**src/rtl/gobang_move_ctrl.sv**
```systemverilog
// Gobang move sequencer: validates a move, issues one stone write, then judges win/draw; registered strobes.
// A legal move spends CHECK/WRITE/SETTLE/JUDGE (4 cycles) before move_ready returns; moves are only taken in IDLE.
module gobang_move_ctrl (
  input  logic         clk,
  input  logic         rst,
  input  logic         start,
  input  logic         move_valid,
  input  logic [3:0]   move_x,
  input  logic [3:0]   move_y,
  input  logic [224:0] black_data,
  input  logic [224:0] white_data,
  input  logic [8:0]   black_x,
  input  logic [8:0]   black_y,
  input  logic [8:0]   black_xy,
  input  logic [8:0]   black_yx,
  input  logic [8:0]   white_x,
  input  logic [8:0]   white_y,
  input  logic [8:0]   white_xy,
  input  logic [8:0]   white_yx,
  output logic         clr,
  output logic         write,
  output logic [3:0]   write_x,
  output logic [3:0]   write_y,
  output logic         write_color,
  output logic [3:0]   get_x,
  output logic [3:0]   get_y,
  output logic         move_ready,
  output logic         move_reject,
  output logic         cur_color,
  output logic         game_over,
  output logic [1:0]   winner,
  output logic [7:0]   move_count
);

  typedef enum logic [2:0] {IDLE, CHECK, WRITE, SETTLE, JUDGE, OVER} state_t;

  state_t       state, state_nxt;
  logic [224:0] occupied;
  logic         in_range;
  logic [7:0]   cell_idx;
  logic         cell_taken;
  logic         legal;
  logic         win;
  logic         board_full;

  function automatic logic has_five(input logic [8:0] w);
    logic hit;
    hit = 1'b0;
    for (int i = 0; i < 5; i++) begin
      if (w[i +: 5] == 5'b11111) hit = 1'b1;
    end
    return hit;
  endfunction

  // The board index is only formed once both coordinates are known to be on the board.
  always_comb begin
    occupied   = black_data | white_data;
    in_range   = (write_x <= 4'd14) && (write_y <= 4'd14);
    cell_idx   = in_range ? (8'(write_y) * 8'd15 + 8'(write_x)) : 8'd0;
    cell_taken = in_range ? occupied[cell_idx] : 1'b0;
    legal      = in_range && !cell_taken;
    win        = cur_color ? (has_five(white_x) || has_five(white_y) ||
                              has_five(white_xy) || has_five(white_yx))
                           : (has_five(black_x) || has_five(black_y) ||
                              has_five(black_xy) || has_five(black_yx));
    board_full = (move_count == 8'd225);
  end

  always_ff @(posedge clk) begin
    if (rst) state <= IDLE;
    else     state <= state_nxt;
  end

  always_comb begin
    state_nxt = state;
    if (start) begin
      state_nxt = IDLE;
    end else begin
      case (state)
        IDLE:    if (move_valid) state_nxt = CHECK;
        CHECK:   state_nxt = legal ? WRITE : IDLE;
        WRITE:   state_nxt = SETTLE;
        SETTLE:  state_nxt = JUDGE;
        JUDGE:   state_nxt = (win || board_full) ? OVER : IDLE;
        OVER:    state_nxt = OVER;
        default: state_nxt = IDLE;
      endcase
    end
  end

  assign move_ready = (state == IDLE) && !rst;

  // Strobes default low each cycle; start overrides any in-flight action so clr never overlaps write/reject.
  always_ff @(posedge clk) begin
    if (rst) begin
      clr         <= 1'b0;
      write       <= 1'b0;
      move_reject <= 1'b0;
      write_x     <= 4'd0;
      write_y     <= 4'd0;
      write_color <= 1'b0;
      get_x       <= 4'd0;
      get_y       <= 4'd0;
      cur_color   <= 1'b0;
      game_over   <= 1'b0;
      winner      <= 2'b00;
      move_count  <= 8'd0;
    end else begin
      clr         <= 1'b0;
      write       <= 1'b0;
      move_reject <= 1'b0;
      if (start) begin
        clr        <= 1'b1;
        cur_color  <= 1'b0;
        move_count <= 8'd0;
        winner     <= 2'b00;
        game_over  <= 1'b0;
      end else begin
        case (state)
          IDLE: begin
            if (move_valid) begin
              write_x <= move_x;
              write_y <= move_y;
              get_x   <= move_x;
              get_y   <= move_y;
            end
          end
          CHECK: begin
            if (!legal) move_reject <= 1'b1;
          end
          WRITE: begin
            write       <= 1'b1;
            write_color <= cur_color;
            move_count  <= move_count + 8'd1;
          end
          JUDGE: begin
            if (win) begin
              winner    <= cur_color ? 2'b10 : 2'b01;
              game_over <= 1'b1;
            end else if (board_full) begin
              winner    <= 2'b11;
              game_over <= 1'b1;
            end else begin
              cur_color <= ~cur_color;
            end
          end
          default: ;
        endcase
      end
    end
  end

endmodule

```
**config.mk**
```make
export PLATFORM = sky130hd
export DESIGN_NAME = gobang_move_ctrl
export DESIGN_NICKNAME = d
export VERILOG_FILES = /design/src/rtl/gobang_move_ctrl.sv
export SDC_FILE = /design/constraint.sdc
export NUM_CORES = 1
export LEC_CHECK = 0
export CAP_MARGIN = 10
export CORE_AREA = 2 2 221 223
export CTS_CLUSTER_DIAMETER = 80
export DETAILED_ROUTE_END_ITERATION = 8
export DIE_AREA = 0 0 223 225
export PLACE_DENSITY = 0.37
export SLEW_MARGIN = 25
export SYNTH_ARGS = -nofsm -noshare
export SYNTH_HDL_FRONTEND = slang
export SYNTH_SLANG_ARGS = --single-unit
export TNS_END_PERCENT = 50
```
**constraint.sdc**
```tcl
create_clock -name clk -period 12.25 [get_ports clk]
set_input_delay 1.8375 -clock clk [delete_from_list [all_inputs] [get_ports clk]]
set_output_delay 1.8375 -clock clk [all_outputs]
set_load 0.03 [all_outputs]
```
Word level (Yosys, flattened, before mapping)
Index checks and enable logic that the tools add are counted.
Word-level totals
  register bits after elaboration: 27
  output and inout bits: 33
Cells by class
  magnitude comparators: 3
  $mul: 1
  add/subtract/negate cells: 2
  bitwise gates (word level): 6
  muxes and demuxes: 57
  reduce and logical (&&, ||, !) cells: 20
  eq/ne operators: 47
Operators by type and width (count)
  $or A225 B225 Y225: 1
  $eq A5 B5 Y1 const B: 40
  $mux W1: 48
  $pmux W3 S6: 1
  $lt A8 B9 Y1 const B: 1
  $add A8 B1 Y8 const B: 1
  $add A8 B4 Y8: 1
  $bmux W1 S8: 1
  $eq A8 B8 Y1 const B: 1
  $le A4 B4 Y1 const B: 2
  $mul A4 B4 Y8 const B: 1
  $mux W2: 4
  $mux W8: 1
  $logic_or A1 B1 Y1: 7
  $eq A3 B2 Y1 const B: 2
  $eq A3 B3 Y1 const B: 2
  $mux W3: 2
  $reduce_and A3 Y1: 2
  $not A1 Y1: 5
  $reduce_and A2 Y1: 2
  $eq A3 B1 Y1 const B: 1
  $logic_and A1 B1 Y1: 3
  $logic_not A3 Y1: 1
  $reduce_or A3 Y1: 1
  other kinds (4): 5

Longest topological paths before layout
  depth after elaboration: 13
  depth in mapped cells: 18

Worst setup path before layout
Ideal clock, no wire load.
  path kind: input -> output
  from: input port rst
  to: output port move_ready
  required time: 10412 ps
  arrival time: 2931 ps
  stages: 2
  path slack: 7482 ps
  cell sequence: clkbuf_1 -> nor4_1
On the way
  longest elaborated chain between the ends: 2
RTL lines
  start, declared: line 5  | input logic rst,
  $logic_not A1 Y1: line 91  | assign move_ready = (state == IDLE) && !rst;
  $logic_and A1 B1 Y1: line 91
  end, declared: line 27  | output logic move_ready,
Every way passes these cells.

Worst setup path after layout
Ends and elaborated chain as after synthesis.

==> metrics.csv <==
metric;value;unit
WP data required;10.41;ns
crit-path most repeated cell;clkdlybuf4s50_1;
Layout Nets;1791;
asr flop ratio synth;0;
DP Wirelength;41420;um
top sig layer;met5;
CP Max Fanout;12;
count of final setup violators;0;
largest cells by area after synthesis;dfxtp_1 11%, nor3_1 9.5%, nor2_1 7.0%, a21oi_1 5.4%, ha_1 5.3%;
Post-CTS Hold Fix Bufs;0;
Routability Congestion;0.8427;
gate count of the mapped netlist;704;
maximum clock path buffer count;2;
Seq cells post-synth;27;
largest net degree at the start of global routing;61;
LEAKAGE;3.824;nW
Worst-Margin Slew;0.9133;ns
number of antenna violations at the first check in global routing;6;
Post-synth top flop;dfxtp_1;
layout cell share with drive strength beyond 1;0.03176;
Die Footprint;50180;um^2
CTS Buf Count;3;
largest area contributor in the synthesized netlist;dfxtp_1;
yosys warns;0;
Crit. End Element;primary output;
DR DRC count;0;
Routed WL;48590;um
CORE AREA;47550;um^2
Arr. time, crit path;3.56;ns
Met3 Routed Length;2954;um
vias per cell;4.249;
Final ANT Viol Nets;0;
sequential share of the synthesized area;0.1100;
wire length on met2;24510;um
Overall Global Routing Usage;0.1830;
crit path launch type;input port;
global-route wire length before repair;64820;um
CTS tree;yes;
Tcrit/Tclk final;0.4410;
vias in the first global route;8213;
reg2reg setup slack;6.88;ns
DR pass1 iterations;5;
Syn Nets;1266;
fmax;185.1;MHz
Clock Latency Late Sink;0.27;ns
synth unique cells;80;
CTS resizes;0;
Worst IR Drop VDD;0.00005003;V
final-report max-slew violation count;0;
Ports;567;
placed cell count;1839;
Chip Width;223;um
status;completed;
die height;225;um
Post-CTS Setup Inserts;0;
Hold Crit Class;flip-flop to flip-flop;
Wirelength per Cell;26.32;um
Layout Cells excl Fill;1846;
most frequent cells in the layout;566 x clkdlybuf4s50_1, 93 x nor3_1, 92 x nor2_1, 53 x a21oi_1, 39 x o21ai_0;
RSZ-0062 raised after global routing;false;
Area Growth Syn to Fin;128.4;%
I/O Buffers;566;
vias;7844;
grt total ovfl;0;
Fin Setup TNS;0;ns
clock skew;0.006792;ns
share of the synthesized area in the top cell type;0.1100;
Site Rows;80;
CTS H-tree depth;1;
drt first-iter violations;409;
max_cap viols;0;
commonest non-fill, non-tap cell in the layout;clkdlybuf4s50_1;
endpoints failing hold;0;
Slowest cell on crit path;clkdlybuf4s50_1;
Netlist Area Pre-Place;4916;um^2
CTS Sinks;27;
CTS root buf;clkbuf_16;
critical path type;input port to primary output;
relative slew slack;0.3892;
Critical Path, Cell by Cell;clkdlybuf4s50_1 > nor4_1 > clkdlybuf4s50_1;
pwr dens;62.42;nW/um^2
Syn Area/Cell;6.983;um^2
number of flops mapped to enable cells by yosys;0;
Reg clk slew, reported paths;0.07;ns
Met1 Wirelength;20730;um
CP max stage delay;0.73;ns
Initial Util;0.1034;
minimum clock period;5.402;ns
sequential cells by signal (all words and copies together), names as in the netlist:
| name | cells |
|---|---|
| move_count | 8 |
| get_x | 4 |
| get_y | 4 |
| state | 3 |
| winner | 2 |
| clr | 1 |
| cur_color | 1 |
| game_over | 1 |
| move_reject | 1 |
| write | 1 |
| write_color | 1 |
metrics by stage:
stage            util  total power [mW]  setup WS, ns  area (um^2)  hold WS, ns
6_report       0.2362            0.7010         6.848        11230       0.4839
5_1_grt        0.2362            0.7460         6.507        11230       0.5052
4_1_cts        0.2360            0.7114         6.741        11220       0.4880
3_5_place_dp   0.2344            0.6291         6.820        11140       0.4702
3_3_place_gp   0.2343            0.6259         6.861        11140       0.4555
2_1_floorplan       -            0.3121         7.482         4916       0.4987
power by group:
part | total, mW | switching [mW] | internal, mW
clock network | 0.0782 | 0.0335 | 0.0447
logic | 0.528 | 0.272 | 0.256
registers | 0.0943 | 0.00465 | 0.0897
synth_stat cells, types with 17 or more instances:
cell / number
a21oi_1: 53
nor2_1: 92
o311ai_0: 24
a211oi_1: 21
or3_1: 26
nor3_1: 93
buf_2: 23
dfxtp_1: 27
nand2_1: 17
a31oi_1: 19
ha_1: 21
o21ai_0: 39
final timing paths:
path,to,cells past startpoint,startpoint
max,move_ready,3,rst
min,game_over$_SDFFE_PP0P_,2,game_over$_SDFFE_PP0P_
max reg2reg,state[1]$_SDFFE_PP0P_,14,get_y[2]$_SDFFE_PP0P_
min reg2reg,game_over$_SDFFE_PP0P_,2,game_over$_SDFFE_PP0P_
critical path, delay by kind of cell:
| kind | cells | cell delay [ns] |
|---|---|---|
| buf+inv | 2 | 1.40 |
| simple gates | 1 | 0.32 |
layout make-up:
type                       count  area (um^2)
tap                          615        769.5
multi-input combinational    605         4023
fill                        5247        36320
antenna                        3        7.507
sequential                    27        540.5
clock buffer                   4        78.83
timing repair buffer         575         5733
inverter                      17        77.57
per-layer routing:
layer	track usage	vias up
met2	0.3301	292
met5	0	-
met4	0.02230	6
met1	0.2276	3715
met3	0.04055	18
li1	-	3813
logic make-up (layout without fill, tap and decap cells):
family / after synthesis / in the layout / synth area share
XOR/XNOR: 14 / 14 / 0.02800
buffers and inverters: 72 / 596 / 0.07890
adder cells (fa/ha/maj): 28 / 28 / 0.08195
AND/OR/NAND/NOR: 291 / 291 / 0.3064
AO/OA/AOI/OAI: 261 / 261 / 0.3698
other: 0 / 3 / 0
multiplexers: 11 / 11 / 0.02494
flip-flops: 27 / 27 / 0.1100
Power figures use the tool's default switching activity.
